$ cat config.mk
export PLATFORM = sky130hd
export DESIGN_NAME = memory_access
export DESIGN_NICKNAME = d
export VERILOG_FILES = /design/src/rtl/memory_access.sv
export SDC_FILE = /design/constraint.sdc
export NUM_CORES = 1
export LEC_CHECK = 0
export BUFFER_PORTS_ARGS = -buffer_cell sky130_fd_sc_hd__buf_4
export CAP_MARGIN = 5
export CORE_AREA = 2 2 120 122
export CTS_CLUSTER_SIZE = 8
export DETAILED_ROUTE_END_ITERATION = 12
export DIE_AREA = 0 0 122 124
export GPL_ROUTABILITY_DRIVEN = 0
export HOLD_SLACK_MARGIN = 0.08
export PLACE_DENSITY = 0.74
export SYNTH_ARGS = -nofsm -noshare
export SYNTH_HDL_FRONTEND = slang
export SYNTH_SLANG_ARGS = --single-unit
export TNS_END_PERCENT = 5
$ cat constraint.sdc
create_clock -name clk -period 2.1 [get_ports clk]
set_input_delay 0.42 -clock clk [delete_from_list [all_inputs] [get_ports clk]]
set_output_delay 0.42 -clock clk [all_outputs]
set_load 0.005 [all_outputs]
$ cat src/rtl/memory_access.sv
// Memory-access pipeline stage: registers execute results, runs ld/str over a req/ack port, emits one writeback packet.
// Optional access timeout enabled by defining MEM_ACCESS_TIMEOUT_EN.
module memory_access #(
  parameter int ADDR_W         = 32,
  parameter int TIMEOUT_CYCLES = 16
) (
  input  logic              clk,
  input  logic              rst,
  input  logic              in_valid,
  output logic              in_ready,
  input  logic [3:0]        rd_num_in,
  input  logic [31:0]       rd_val_in,
  input  logic [31:0]       alu_result_in,
  input  logic [31:0]       mem_addr_in,
  input  logic [31:0]       cpsr_in,
  input  logic              is_alu_op_in,
  input  logic              is_cmp_op_in,
  input  logic              is_ld_op_in,
  input  logic              is_str_op_in,
  output logic              dmem_req,
  output logic              dmem_we,
  output logic [ADDR_W-1:0] dmem_addr,
  output logic [31:0]       dmem_wdata,
  input  logic              dmem_ack,
  input  logic [31:0]       dmem_rdata,
  output logic              wb_valid,
  output logic              wb_reg_we,
  output logic [3:0]        wb_rd_num,
  output logic [31:0]       wb_data,
  output logic              wb_cpsr_we,
  output logic [31:0]       wb_cpsr,
  output logic              mem_err
);

  typedef enum logic [1:0] {IDLE, ACCESS, RETIRE} state_t;

  state_t     state;
  logic [3:0] rd_num_q;
  logic       is_ld_q;
  logic       mem_op;
  logic       str_only;

  assign in_ready = (state == IDLE);
  assign mem_op   = is_ld_op_in | is_str_op_in;
  // A request flagged as both ld and str is treated as a load.
  assign str_only = is_str_op_in & ~is_ld_op_in;

`ifdef MEM_ACCESS_TIMEOUT_EN
  localparam int CNT_W = $clog2(TIMEOUT_CYCLES + 1);
  logic [CNT_W-1:0] wait_cnt;
  logic             timeout_hit;
  assign timeout_hit = (wait_cnt == CNT_W'(TIMEOUT_CYCLES - 1));
`else
  assign mem_err = 1'b0;
`endif

  always_ff @(posedge clk) begin
    if (rst) begin
      state      <= IDLE;
      rd_num_q   <= '0;
      is_ld_q    <= 1'b0;
      dmem_req   <= 1'b0;
      dmem_we    <= 1'b0;
      dmem_addr  <= '0;
      dmem_wdata <= '0;
      wb_valid   <= 1'b0;
      wb_reg_we  <= 1'b0;
      wb_rd_num  <= '0;
      wb_data    <= '0;
      wb_cpsr_we <= 1'b0;
      wb_cpsr    <= '0;
`ifdef MEM_ACCESS_TIMEOUT_EN
      wait_cnt   <= '0;
      mem_err    <= 1'b0;
`endif
    end else begin
      wb_valid   <= 1'b0;
      wb_reg_we  <= 1'b0;
      wb_cpsr_we <= 1'b0;
`ifdef MEM_ACCESS_TIMEOUT_EN
      mem_err    <= 1'b0;
`endif
      case (state)
        IDLE: begin
          if (in_valid) begin
            if (mem_op) begin
              state      <= ACCESS;
              rd_num_q   <= rd_num_in;
              is_ld_q    <= is_ld_op_in;
              dmem_req   <= 1'b1;
              dmem_we    <= str_only;
              dmem_addr  <= mem_addr_in[ADDR_W-1:0];
              dmem_wdata <= str_only ? rd_val_in : 32'd0;
`ifdef MEM_ACCESS_TIMEOUT_EN
              wait_cnt   <= '0;
`endif
            end else begin
              wb_valid   <= 1'b1;
              wb_reg_we  <= is_alu_op_in;
              wb_rd_num  <= rd_num_in;
              wb_data    <= alu_result_in;
              wb_cpsr_we <= is_cmp_op_in;
              wb_cpsr    <= cpsr_in;
            end
          end
        end

        // The writeback pulse is launched on the ack edge so it lands in the RETIRE cycle.
        ACCESS: begin
          if (dmem_ack) begin
            state     <= RETIRE;
            dmem_req  <= 1'b0;
            dmem_we   <= 1'b0;
            wb_valid  <= 1'b1;
            wb_reg_we <= is_ld_q;
            wb_rd_num <= rd_num_q;
            if (is_ld_q) begin
              wb_data <= dmem_rdata;
            end
          end
`ifdef MEM_ACCESS_TIMEOUT_EN
          else if (timeout_hit) begin
            state    <= IDLE;
            dmem_req <= 1'b0;
            dmem_we  <= 1'b0;
            wb_valid <= 1'b1;
            mem_err  <= 1'b1;
          end else begin
            wait_cnt <= wait_cnt + 1'b1;
          end
`endif
        end

        RETIRE: begin
          state <= IDLE;
        end

        default: begin
          state <= IDLE;
        end
      endcase
    end
  end

endmodule

==> run_results.csv <==
group,metric,value,unit
detailed_routing,drtIter0Drc,263,
yosys,synth-seq-cells,144,
clock_network,cts.sinks,144,
hold_path,hold_class,"primary input to flip-flop",
cells_and_area,diodes,0,
yosys,synth_edf_count,0,
die,rows,43,
power_and_ir_drop,seqPwrFrac,42.5,%
critical_path,timing.critical_path.required,1.68,ns
die,boundaryPins,311,
sta,tns,0,ns
global_route,antenna_found_initial,0,
cells_and_area,utilization,64.1,%
yosys,ys_seq_area_share,51.3,%
sta,setup_viol,0,
clock_network,cts_root_buffer,"clkbuf_16",
power_and_ir_drop,power,6.96,mW
critical_path,r2r_setup_slack,0.22,ns
sta,final_hold_viol_count,0,
sta,finalMaxSlewViolations,0,
die,initial_core_util,41.0,%
cells_and_area,fin_cells,1154,
yosys,syn_nets,849,
cells_and_area,final_net_count,1136,
critical_path,critPathKind,"flip-flop to output pin",
power_and_ir_drop,power.switching,1.65,mW
power_and_ir_drop,ir_worst_vdd,0.400,mV
sta,fmax,0.516,GHz
detailed_routing,drt-total-wl,17700,um
clock_network,numCtsBuffers,17,
placement,dp.cells,1125,
yosys,syn_area,0.00562,sq mm
yosys,yosys.cell_count.top_type,"nand2_1",
yosys,yosys-top-cells-count,"nand2_1, dfxtp_1, a21oi_1",
global_route,grt_pass1_wl,26500,um
die,die_x,122,um
power_and_ir_drop,leakage,3.69,nW
power_and_ir_drop,powerDensity,791,mW/mm^2
critical_path,r2r-end,"wb_data[26]$_SDFFE_PP0P_",
die,fp.dieArea,0.0151,sq mm
hold_path,min_to,"dmem_addr[29]$_SDFFE_PP0P_",
power_and_ir_drop,p_int,5.30,mW
die,core_area,0.0137,sq mm
sta,timing.final.crit_share,92.2,%
cells_and_area,syn2layout_area_growth,56.5,%
hold_path,min_from,"mem_addr_in[29]",
yosys,syn_inst,677,
detailed_routing,wl_per_cell,15.3,um
critical_path,cp.arrival,1.52,ns
detailed_routing,num_vias,5668,
critical_path,worstSetupEndpointType,"output pin",
critical_path,crit_fanout,66,
yosys,syn_area_per_cell,8.30,sq um
placement,place_area,0.00822,sq mm
run_status,status,"finished, final reports clean",
sta,skew,0.00661,ns
power_and_ir_drop,clkPwrFrac,42.0,%
global_route,grt_max_degree,67,
cells_and_area,drive_above_1_share,40.6,%
sta,finalWorstSetupSlack,0.164,ns
yosys,synthDistinctLibCells,26,
critical_path,critPathLaunch,"state[0]$_SDFFE_PP0P_",
yosys,synthArstFlopShare,0,%
yosys,synthTopCellsByArea,"dfxtp_1, nand2_1, a21oi_1, a211oi_2, nand3b_1",
clock_network,h-tree-depth,4,
sta,rsz0062_at_grt,"false",
placement,dpl.hpwl,12700,um
yosys,netlist.area_leader.share,51.3,%
critical_path,setup.worst_path.start_class,"flip-flop",
global_route,grt_pass1_vias,5388,
clock_network,clk_pin_slew_worst_paths,0.06,ns
sta,period_minus_slack,1.94,ns
detailed_routing,detail-route-antenna-nets,0,
detailed_routing,vias_per_cell,4.91,
sta,fin_hold_ws,0.250,ns
global_route,overflow,0,
cells_and_area,ff_latch_area,0.00288,sq mm
yosys,ys.flop_type,"dfxtp_1",
detailed_routing,drc,0,
yosys,yosys_warnings,0,
placement,preCtsSetupSlack,0.0897,ns
power_and_ir_drop,sw_frac_of_total,23.8,%
global_route,grt_use_total,22.6,%
cells_and_area,multi_input_area,0.00252,sq mm
power_and_ir_drop,power_frac_comb,15.6,%
cells_and_area,fill_cells,1231,
yosys,yosys.area.top_type,"dfxtp_1",
clock_network,cts_tree,"built",
clock_network,cts_buffer_depth,2,
detailed_routing,dr.pass1.iters,6,
cells_and_area,finish.instance_area,0.00879,sq mm
critical_path,reg2reg_depth,5,
placement,io_buffer_count,309,
die,fp.dieH,124,um
job,maxCapViolCount,0,
clock_network,clock_latency,0.41,ns
hold_path,hold_depth,3,
critical_path,timing.rr.start,"state[0]$_SDFFE_PP0P_",
clock_network,post_cts_buffers,0,
clock_network,ctsHoldBuffers,0,
-- layout make-up --
cell class	count	share of cell area (%)
well taps	180	2.56
inverters	2	0.0854
flip-flops and latches	144	32.8
multi-input cells	470	28.7
clock inverters	5	0.911
repair buffers	329	29.4
clock buffers	24	5.59
-- routing by layer --
layer  vias up  wire length (um)  global-route usage, %
met5         -                 0                      0
met4         0               554                   11.1
met3        41              1700                   8.56
met2       215              8590                   38.4
met1      2551              6860                   24.9
li1       2861                 -                      -
-- cell families after synthesis --
kind of cell           share of synthesized area, %
other                                        0.0667
AO/OA/AOI/OAI                                  20.7
AND/OR/NAND/NOR                                22.5
multiplexers                                  0.713
flip-flops                                     51.3
buffers and inverters                          4.72
-- worst max path at each step --
stage                                     to  slack, ns  cells after the start
floorplan           wb_data[10]$_SDFFE_PP0P_       0.29                      5
global placement     wb_data[0]$_SDFFE_PP0P_       0.13                      6
detailed placement  wb_data[31]$_SDFFE_PP0P_       0.09                      6
CTS                                 in_ready       0.12                      3
global route                        in_ready       0.05                      3
finish                              in_ready       0.16                      3
-- critical path, stage by stage (launching register included) --
cell	delay (ns)
dfxtp_2	0.48
buf_6	0.38
nor2_1	0.08
buf_4	0.16
-- state kept, by name (all words and copies together), names as in the netlist --
name / count
dmem_addr: 32
dmem_req: 1
dmem_wdata: 32
dmem_we: 1
is_ld_q: 1
rd_num_q: 4
state: 2
wb_cpsr: 32
wb_cpsr_we: 1
wb_data: 32
wb_rd_num: 4
wb_reg_we: 1
wb_valid: 1
-- power groups by stage --
| stage | Combinational [mW] | Sequential [mW] | Clock, mW |
|---|---|---|---|
| floorplan | 0.459 | 3.01 | 0 |
| global placement | 1.08 | 3.01 | 0 |
| detailed placement | 1.09 | 3.01 | 0 |
| CTS | 1.09 | 2.96 | 2.97 |
| global route | 1.18 | 2.97 | 3.10 |
| finish | 1.08 | 2.96 | 2.92 |
-- cell usage in the layout, fill, tap and decap left out --
cell	synthesis	final
o21ai_4	0	1
nand3_1	32	32
nor2_1	40	39
inv_1	2	2
o21ai_0	34	34
a21oi_1	104	103
clkbuf_1	44	3
nor3_2	0	1
nand2_1	172	172
nor2b_2	0	1
clkbuf_8	0	4
mux2i_1	4	4
a22oi_1	1	1
a221oi_4	0	1
a21oi_4	0	1
buf_6	0	1
nor3b_1	2	2
conb_1	1	1
nor2_4	0	1
clkinvlp_4	0	2
dfxtp_2	0	1
a211oi_2	30	30
a2bb2oi_1	1	1
nand3b_1	32	32
nor3_1	3	2
clkbuf_16	0	17
or3b_2	2	2
clkinv_2	0	1
bufinv_16	0	2
o31a_1	1	1
or4b_4	1	1
buf_12	0	9
a211oi_1	7	7
buf_4	4	319
dfxtp_1	144	143
-- timing repair --
item                                    CTS  global route
endpoints found under the hold margin     0             0
resized for setup                         1             0
endpoints found under the setup margin    1             0
No activity file was read; power rests on OpenSTA's default activity.
